--- src/rtl/mcd_snd_mix.sv ---
// mcd_snd_mix: Mega-CD audio output stage.
// CD-DA pairs are buffered in a small FIFO and popped once per I2S frame.
// The popped pair is scaled by the fader, mixed with PCM (saturating), and
// shifted out MSB-first to an external I2S DAC.
// Build option: define MCD_SND_PCM_EN to mix the PCM inputs. Without it the
// PCM inputs are ignored and the output equals the faded CD-DA, still
// passed through the same saturation stage.
`timescale 1ns/1ps
module mcd_snd_mix #(
    parameter int BCK_HALF   = 4,
    parameter int FIFO_DEPTH = 4
) (
    input  logic                          clk,
    input  logic                          map_rst_n,
    input  logic                          mcd_on,
    input  logic [15:0]                   cdda_l,
    input  logic [15:0]                   cdda_r,
    input  logic                          cdda_we,
    input  logic [9:0]                    cdda_vol,
    input  logic [15:0]                   pcm_l,
    input  logic [15:0]                   pcm_r,
    output logic                          dac_bck,
    output logic                          dac_lrck,
    output logic                          dac_dat,
    output logic [$clog2(FIFO_DEPTH):0]   fifo_lvl,
    output logic                          fifo_ovf
);
    localparam int AW = $clog2(FIFO_DEPTH);
    localparam int LW = AW + 1;
    localparam int DW = $clog2(BCK_HALF);

    logic [DW-1:0] r_div;
    logic          r_bck, r_lrck, r_dat;
    logic [5:0]    r_cnt;
    logic [31:0]   r_mem [FIFO_DEPTH];
    logic [AW-1:0] r_wp, r_rp;
    logic [LW-1:0] r_lvl;
    logic          r_ovf;
    logic [31:0]   r_hold;
    logic [1:0]    r_vld_pipe;
    logic [15:0]   r_cd_l, r_cd_r;
    logic [31:0]   r_sh;

    // Bit clock edges and frame timing
    logic       w_wrap, w_fall, w_fstart, w_data_slot;
    logic [5:0] w_slot;
    assign w_wrap      = (r_div == DW'(BCK_HALF - 1));
    assign w_fall      = w_wrap & r_bck;
    assign w_fstart    = w_fall & (r_cnt == 6'd63);
    assign w_slot      = r_cnt + 6'd1;
    assign w_data_slot = ((w_slot >= 6'd1)  && (w_slot <= 6'd16)) ||
                         ((w_slot >= 6'd33) && (w_slot <= 6'd48));

    // FIFO handshakes; a full FIFO still accepts a push when a pop frees a slot
    logic w_pop, w_push, w_drop;
    assign w_pop  = mcd_on & w_fstart & (r_lvl != '0);
    assign w_push = mcd_on & cdda_we & ((r_lvl != LW'(FIFO_DEPTH)) | w_pop);
    assign w_drop = mcd_on & cdda_we & ~w_push;

    // Fader: signed sample times unsigned 10-bit gain, then divide by 1024
    logic signed [25:0] w_prod_l, w_prod_r;
    assign w_prod_l = $signed({{10{r_hold[31]}}, r_hold[31:16]}) * $signed({16'd0, cdda_vol});
    assign w_prod_r = $signed({{10{r_hold[15]}}, r_hold[15:0]})  * $signed({16'd0, cdda_vol});

    // Mix at 17 bits so the saturation stage can see the overflow
    logic [16:0] w_sum_l, w_sum_r;
`ifdef MCD_SND_PCM_EN
    logic [15:0] r_pcm_l, r_pcm_r;
    assign w_sum_l = {r_cd_l[15], r_cd_l} + {r_pcm_l[15], r_pcm_l};
    assign w_sum_r = {r_cd_r[15], r_cd_r} + {r_pcm_r[15], r_pcm_r};
`else
    logic w_unused_pcm;
    assign w_unused_pcm = ^{pcm_l, pcm_r};
    assign w_sum_l = {r_cd_l[15], r_cd_l};
    assign w_sum_r = {r_cd_r[15], r_cd_r};
`endif

    function automatic logic [15:0] sat16(input logic [16:0] s);
        case (s[16:15])
            2'b01:   return 16'h7FFF;
            2'b10:   return 16'h8000;
            default: return s[15:0];
        endcase
    endfunction

    // BCK divider, bit counter and word select; all data moves on BCK falls
    always_ff @(posedge clk) begin
        if (!map_rst_n) begin
            r_div  <= '0;
            r_bck  <= 1'b0;
            r_cnt  <= 6'd63;
            r_lrck <= 1'b0;
        end else begin
            if (w_wrap) begin
                r_div <= '0;
                r_bck <= ~r_bck;
            end else begin
                r_div <= r_div + DW'(1);
            end
            if (w_fall) begin
                r_cnt  <= w_slot;
                r_lrck <= w_slot[5];
            end
        end
    end

    // FIFO storage; contents are don't-care while empty so no reset
    always_ff @(posedge clk) begin
        if (w_push) r_mem[r_wp] <= {cdda_l, cdda_r};
    end

    // FIFO pointers, level, sticky overflow, and the held (last popped) pair
    always_ff @(posedge clk) begin
        if (!map_rst_n || !mcd_on) begin
            r_wp   <= '0;
            r_rp   <= '0;
            r_lvl  <= '0;
            r_ovf  <= 1'b0;
            r_hold <= '0;
        end else begin
            if (w_push) r_wp <= r_wp + AW'(1);
            if (w_pop) begin
                r_rp   <= r_rp + AW'(1);
                r_hold <= r_mem[r_rp];
            end
            if (w_push && !w_pop)      r_lvl <= r_lvl + LW'(1);
            else if (!w_push && w_pop) r_lvl <= r_lvl - LW'(1);
            if (w_drop) r_ovf <= 1'b1;
        end
    end

    // Two-stage mix pipeline launched at each frame start
    always_ff @(posedge clk) begin
        if (!map_rst_n) begin
            r_vld_pipe <= '0;
            r_cd_l     <= '0;
            r_cd_r     <= '0;
        end else begin
            r_vld_pipe <= {r_vld_pipe[0], w_fstart};
            if (r_vld_pipe[0]) begin
                r_cd_l <= 16'(w_prod_l >>> 10);
                r_cd_r <= 16'(w_prod_r >>> 10);
            end
        end
    end

`ifdef MCD_SND_PCM_EN
    // PCM is level-held upstream; capture it alongside the FIFO pop
    always_ff @(posedge clk) begin
        if (!map_rst_n) begin
            r_pcm_l <= '0;
            r_pcm_r <= '0;
        end else if (w_fstart) begin
            r_pcm_l <= pcm_l;
            r_pcm_r <= pcm_r;
        end
    end
`endif

    // Output shifter: load the mixed pair, shift one bit per data slot
    always_ff @(posedge clk) begin
        if (!map_rst_n) begin
            r_sh  <= '0;
            r_dat <= 1'b0;
        end else begin
            if (!mcd_on)
                r_sh <= '0;
            else if (r_vld_pipe[1])
                r_sh <= {sat16(w_sum_l), sat16(w_sum_r)};
            else if (w_fall && w_data_slot)
                r_sh <= {r_sh[30:0], 1'b0};
            if (!mcd_on)
                r_dat <= 1'b0;
            else if (w_fall)
                r_dat <= w_data_slot ? r_sh[31] : 1'b0;
        end
    end

    assign dac_bck  = r_bck;
    assign dac_lrck = r_lrck;
    assign dac_dat  = r_dat;
    assign fifo_lvl = r_lvl;
    assign fifo_ovf = r_ovf;
endmodule
--- config.mk ---
export PLATFORM = sky130hd
export DESIGN_NAME = mcd_snd_mix
export DESIGN_NICKNAME = d
export VERILOG_FILES = /design/src/rtl/mcd_snd_mix.sv
export SDC_FILE = /design/constraint.sdc
export NUM_CORES = 1
export LEC_CHECK = 0
export CORE_MARGIN = 3
export CORE_UTILIZATION = 37
export DETAILED_ROUTE_END_ITERATION = 10
export PLACE_DENSITY_LB_ADDON = 0.25
export SETUP_SLACK_MARGIN = 0.2
export SYNTH_ARGS = -nofsm -noshare
export SYNTH_HDL_FRONTEND = slang
export SYNTH_SLANG_ARGS = --single-unit
--- constraint.sdc ---
create_clock -name clk -period 19.25 [get_ports clk]
set_clock_uncertainty 0.15 [all_clocks]
set_input_delay 5.775 -clock clk [delete_from_list [all_inputs] [get_ports clk]]
set_output_delay 5.775 -clock clk [all_outputs]
set_load 0.01 [all_outputs]
==> impl_metrics.json <==
{
  "path_common_cell": "fa_1",
  "cp_num_buf_inv": 5,
  "ys_top_cells_by_area": "fa_1 (27%), edfxtp_1 (18%), dfxtp_1 (11%), ha_1 (7.1%), inv_1 (6.3%)",
  "start_util": 0.377,
  "synth_fp_nets": 2533,
  "cap_violations": 0,
  "drt-initial-drc-count": 635,
  "worstPathRequired_ns": 19.54,
  "syn_area_per_cell_um2": 10.2,
  "use_met3": 0.0182,
  "yosysWarnings": 0,
  "crit_chain": "clkdlybuf4s50_1, buf_4, nand2_1, fa_1, inv_1, fa_1, fa_1, fa_1, inv_1, fa_1, inv_1, ha_1, a21oi_1, o21bai_1, a221o_1, a21o_1, a41oi_1, xor2_1, a21oi_1",
  "ff2ff_setup_slack_ns": 13.47,
  "wirelength_um": 46500,
  "ctsLongestPathBuffers": 3,
  "ant_nets": 0,
  "syn_inst": 2053,
  "wl_per_cell_um": 16.5,
  "synthToLayoutAreaGrowth_pct": 9.96,
  "crit_slowest_cell": "fa_1",
  "p_leak_nw": 10.2,
  "hold_violations": 0,
  "numCtsBuffers": 27,
  "pwr-share-comb": 0.042,
  "ir_drop_v": 0.0000713,
  "placed_area_um2": 22100,
  "ioPinCount": 85,
  "period_needed_ns": 11.21,
  "drv_slew": 0,
  "worst-path-stages": 19,
  "worstHoldStart": "r_div[0]$_SDFF_PP0_",
  "powerDensity_nw_per_um2": 48.2,
  "crit_family": "adder cells",
  "rsz0062_at_grt": "false",
  "crit_fanout": 32,
  "num_rows": 86,
  "core_um2": 55400,
  "r2r.worst_path.cells": 15,
  "clock_latency_ns": 0.56,
  "maxSlewHeadroom": 0.200,
  "hold_path_class": "reg2reg",
  "power.internal_uw": 865,
  "cts_num_sinks": 245,
  "seqPwrFrac": 0.504,
  "viasPerCell": 4.96,
  "endpoint_kind": "flop",
  "grtUsageMet2": 0.295,
  "final_cell_mix": "inv_1 (350), fa_1 (283), nand2_1 (260), and2_1 (171), edfxtp_1 (128)",
  "cts_tree": "built",
  "grt.busiest_layer": "met2",
  "first_global_vias": 15199,
  "die_area_um2": 59300,
  "gr-usage-all-layers": 0.163,
  "met1_usage": 0.208,
  "cts_hold_buf": 0,
  "post-place-ws_ns": 7.43,
  "die_h_um": 244,
  "status": "finished clean",
  "yosysTopAreaCellShare": 0.271,
  "grt_pass1_wl_um": 78600,
  "whs_endpoint": "r_div[0]$_SDFF_PP0_",
  "worst_setup_path_start_kind": "input pin",
  "crit_type": "in2reg",
  "clkPwrFrac": 0.454,
  "clockRootBuffer": "clkbuf_16",
  "first_pass_iters": 5,
  "synthFlopType": "edfxtp_1",
  "overflow": 0,
  "setup_tns_ns": 0,
  "post-dp-hpwl_um": 34100,
  "synth_cell_types": 60,
  "timing.rr.start": "r_hold[15]$_SDFFE_PN0P_",
  "setup_slack_ns": 8.04,
  "diodes": 0,
  "clkTransAtPathRegs_ns": 0.06,
  "switchingPower_uw": 240,
  "ys_seq_elements": 245,
  "hold_depth": 1,
  "antenna_found_initial": 0,
  "htree_levels": 1,
  "final_common_cell": "inv_1",
  "portBuffers": 52,
  "synth-edff-count": 128,
  "crit_path_max_incr_delay_ns": 0.55,
  "drc": 0,
  "grt_max_degree": 96,
  "fp.dieW_um": 244,
  "cts_resized": 0,
  "synthArstFlopShare": 0,
  "period_share": 0.582,
  "gp_congestion": 0.832,
  "finalSetupViolCount": 0,
  "ys_seq_area_frac": 0.296,
  "final_util": 0.414,
  "yosysTopAreaCell": "fa_1",
  "tightest_slew_ns": 1.20,
  "max_clock_freq_mhz": 89.2,
  "arrival_ns": 11.49,
  "r2r-end": "r_cd_r[15]$_SDFFE_PN0P_",
  "mappedNetlistArea_um2": 20900,
  "dr_total_vias": 13958,
  "fin_area_um2": 22900,
  "drive_gt1_frac": 0.0537,
  "num-nets-final": 2526,
  "cts_setup_buffers": 0,
  "switching_share": 0.217
}
cell usage after synthesis, types with 2 or more instances:
cell / number
o211ai_1: 5
dfxtp_1: 117
o2111ai_1: 2
a21boi_0: 3
xnor2_1: 25
a31oi_1: 8
xor2_1: 20
and3_1: 7
a221o_1: 3
and2_1: 171
a21oi_1: 82
nand3_1: 14
a41oi_1: 3
inv_1: 350
a211o_1: 2
a32o_1: 2
a2111o_1: 2
mux4_2: 32
o21ai_0: 31
buf_2: 9
nand2b_1: 2
or3b_1: 2
edfxtp_1: 128
o31ai_1: 4
nor4_1: 63
o21bai_1: 3
nor2_1: 44
ha_1: 119
o21a_1: 3
nand3b_1: 2
nand2_1: 261
clkbuf_1: 99
or3_1: 6
nor2b_1: 33
buf_1: 6
a21o_1: 13
nor3_1: 40
mux2i_1: 11
fa_1: 283
a31o_2: 2
nand4_1: 10
and4_1: 4
nand4b_1: 2
o21ai_1: 3
a211oi_1: 7
routing by layer:
layer  up-vias  routed length, um
li1       6594                  -
met1      7117              20500
met2       194              23400
met3        53               1580
met4         0                970
met5         -                  0
power by group through the flow:
stage          logic (mW)  registers, mW  clock network [mW]
2_1_floorplan      0.0204          0.568                   0
3_3_place_gp       0.0460          0.568                   0
3_5_place_dp       0.0471          0.568                   0
4_1_cts            0.0473          0.557               0.517
5_1_grt            0.0504          0.557               0.542
6_report           0.0465          0.557               0.502
state kept, by name, indices dropped and copies added, names as in the netlist:
register    count
fifo_ovf        1
r_mem         128
r_wp            2
r_vld_pipe      2
r_sh           32
r_cd_r         16
dac_bck         1
r_cd_l         16
r_hold         32
fifo_lvl        3
r_rp            2
r_cnt           6
dac_dat         1
dac_lrck        1
r_div           2
layout make-up:
| cell class | instances | area (um2) |
|---|---|---|
| Clock buffer | 37 | 733 |
| Inverter | 350 | 1310 |
| Tap cell | 748 | 936 |
| Fill cell | 5346 | 32500 |
| Clock inverter | 12 | 124 |
| Sequential cell | 245 | 6190 |
| Timing Repair Buffer | 78 | 716 |
| Multi-Input combinational cell | 1344 | 12900 |
worst max-delay path by stage:
stage | slack (ns) | end | from
floorplan | 8.47 | r_cd_r[15]$_SDFFE_PN0P_ | cdda_vol[2]
global placement | 7.45 | r_cd_l[12]$_SDFFE_PN0P_ | cdda_vol[3]
detailed placement | 7.43 | r_cd_l[12]$_SDFFE_PN0P_ | cdda_vol[3]
CTS | 8.05 | r_cd_l[12]$_SDFFE_PN0P_ | cdda_vol[3]
global route | 7.69 | r_cd_l[11]$_SDFFE_PN0P_ | cdda_vol[3]
finish | 8.04 | r_cd_l[12]$_SDFFE_PN0P_ | cdda_vol[3]
kinds of logic after synthesis:
kind of cell	after synthesis	synth area share
DFF	245	0.296
adders and majority gates	402	0.343
and+or+nand+nor	665	0.161
xor gates and xnor gates	45	0.0189
muxes	43	0.0398
AOI/OAI and AO/OA	189	0.0571
buffers and inverters	464	0.0840
per-stage QoR:
step	instances	hold WS (ns)	power, mW
5_1_grt	2814	0.295	1.15
4_1_cts	2814	0.281	1.12
3_3_place_gp	2765	0.262	0.614
6_report	2814	0.280	1.11
3_5_place_dp	2765	0.273	0.615
2_1_floorplan	2053	0.254	0.588
Power figures use the tool's default switching activity.
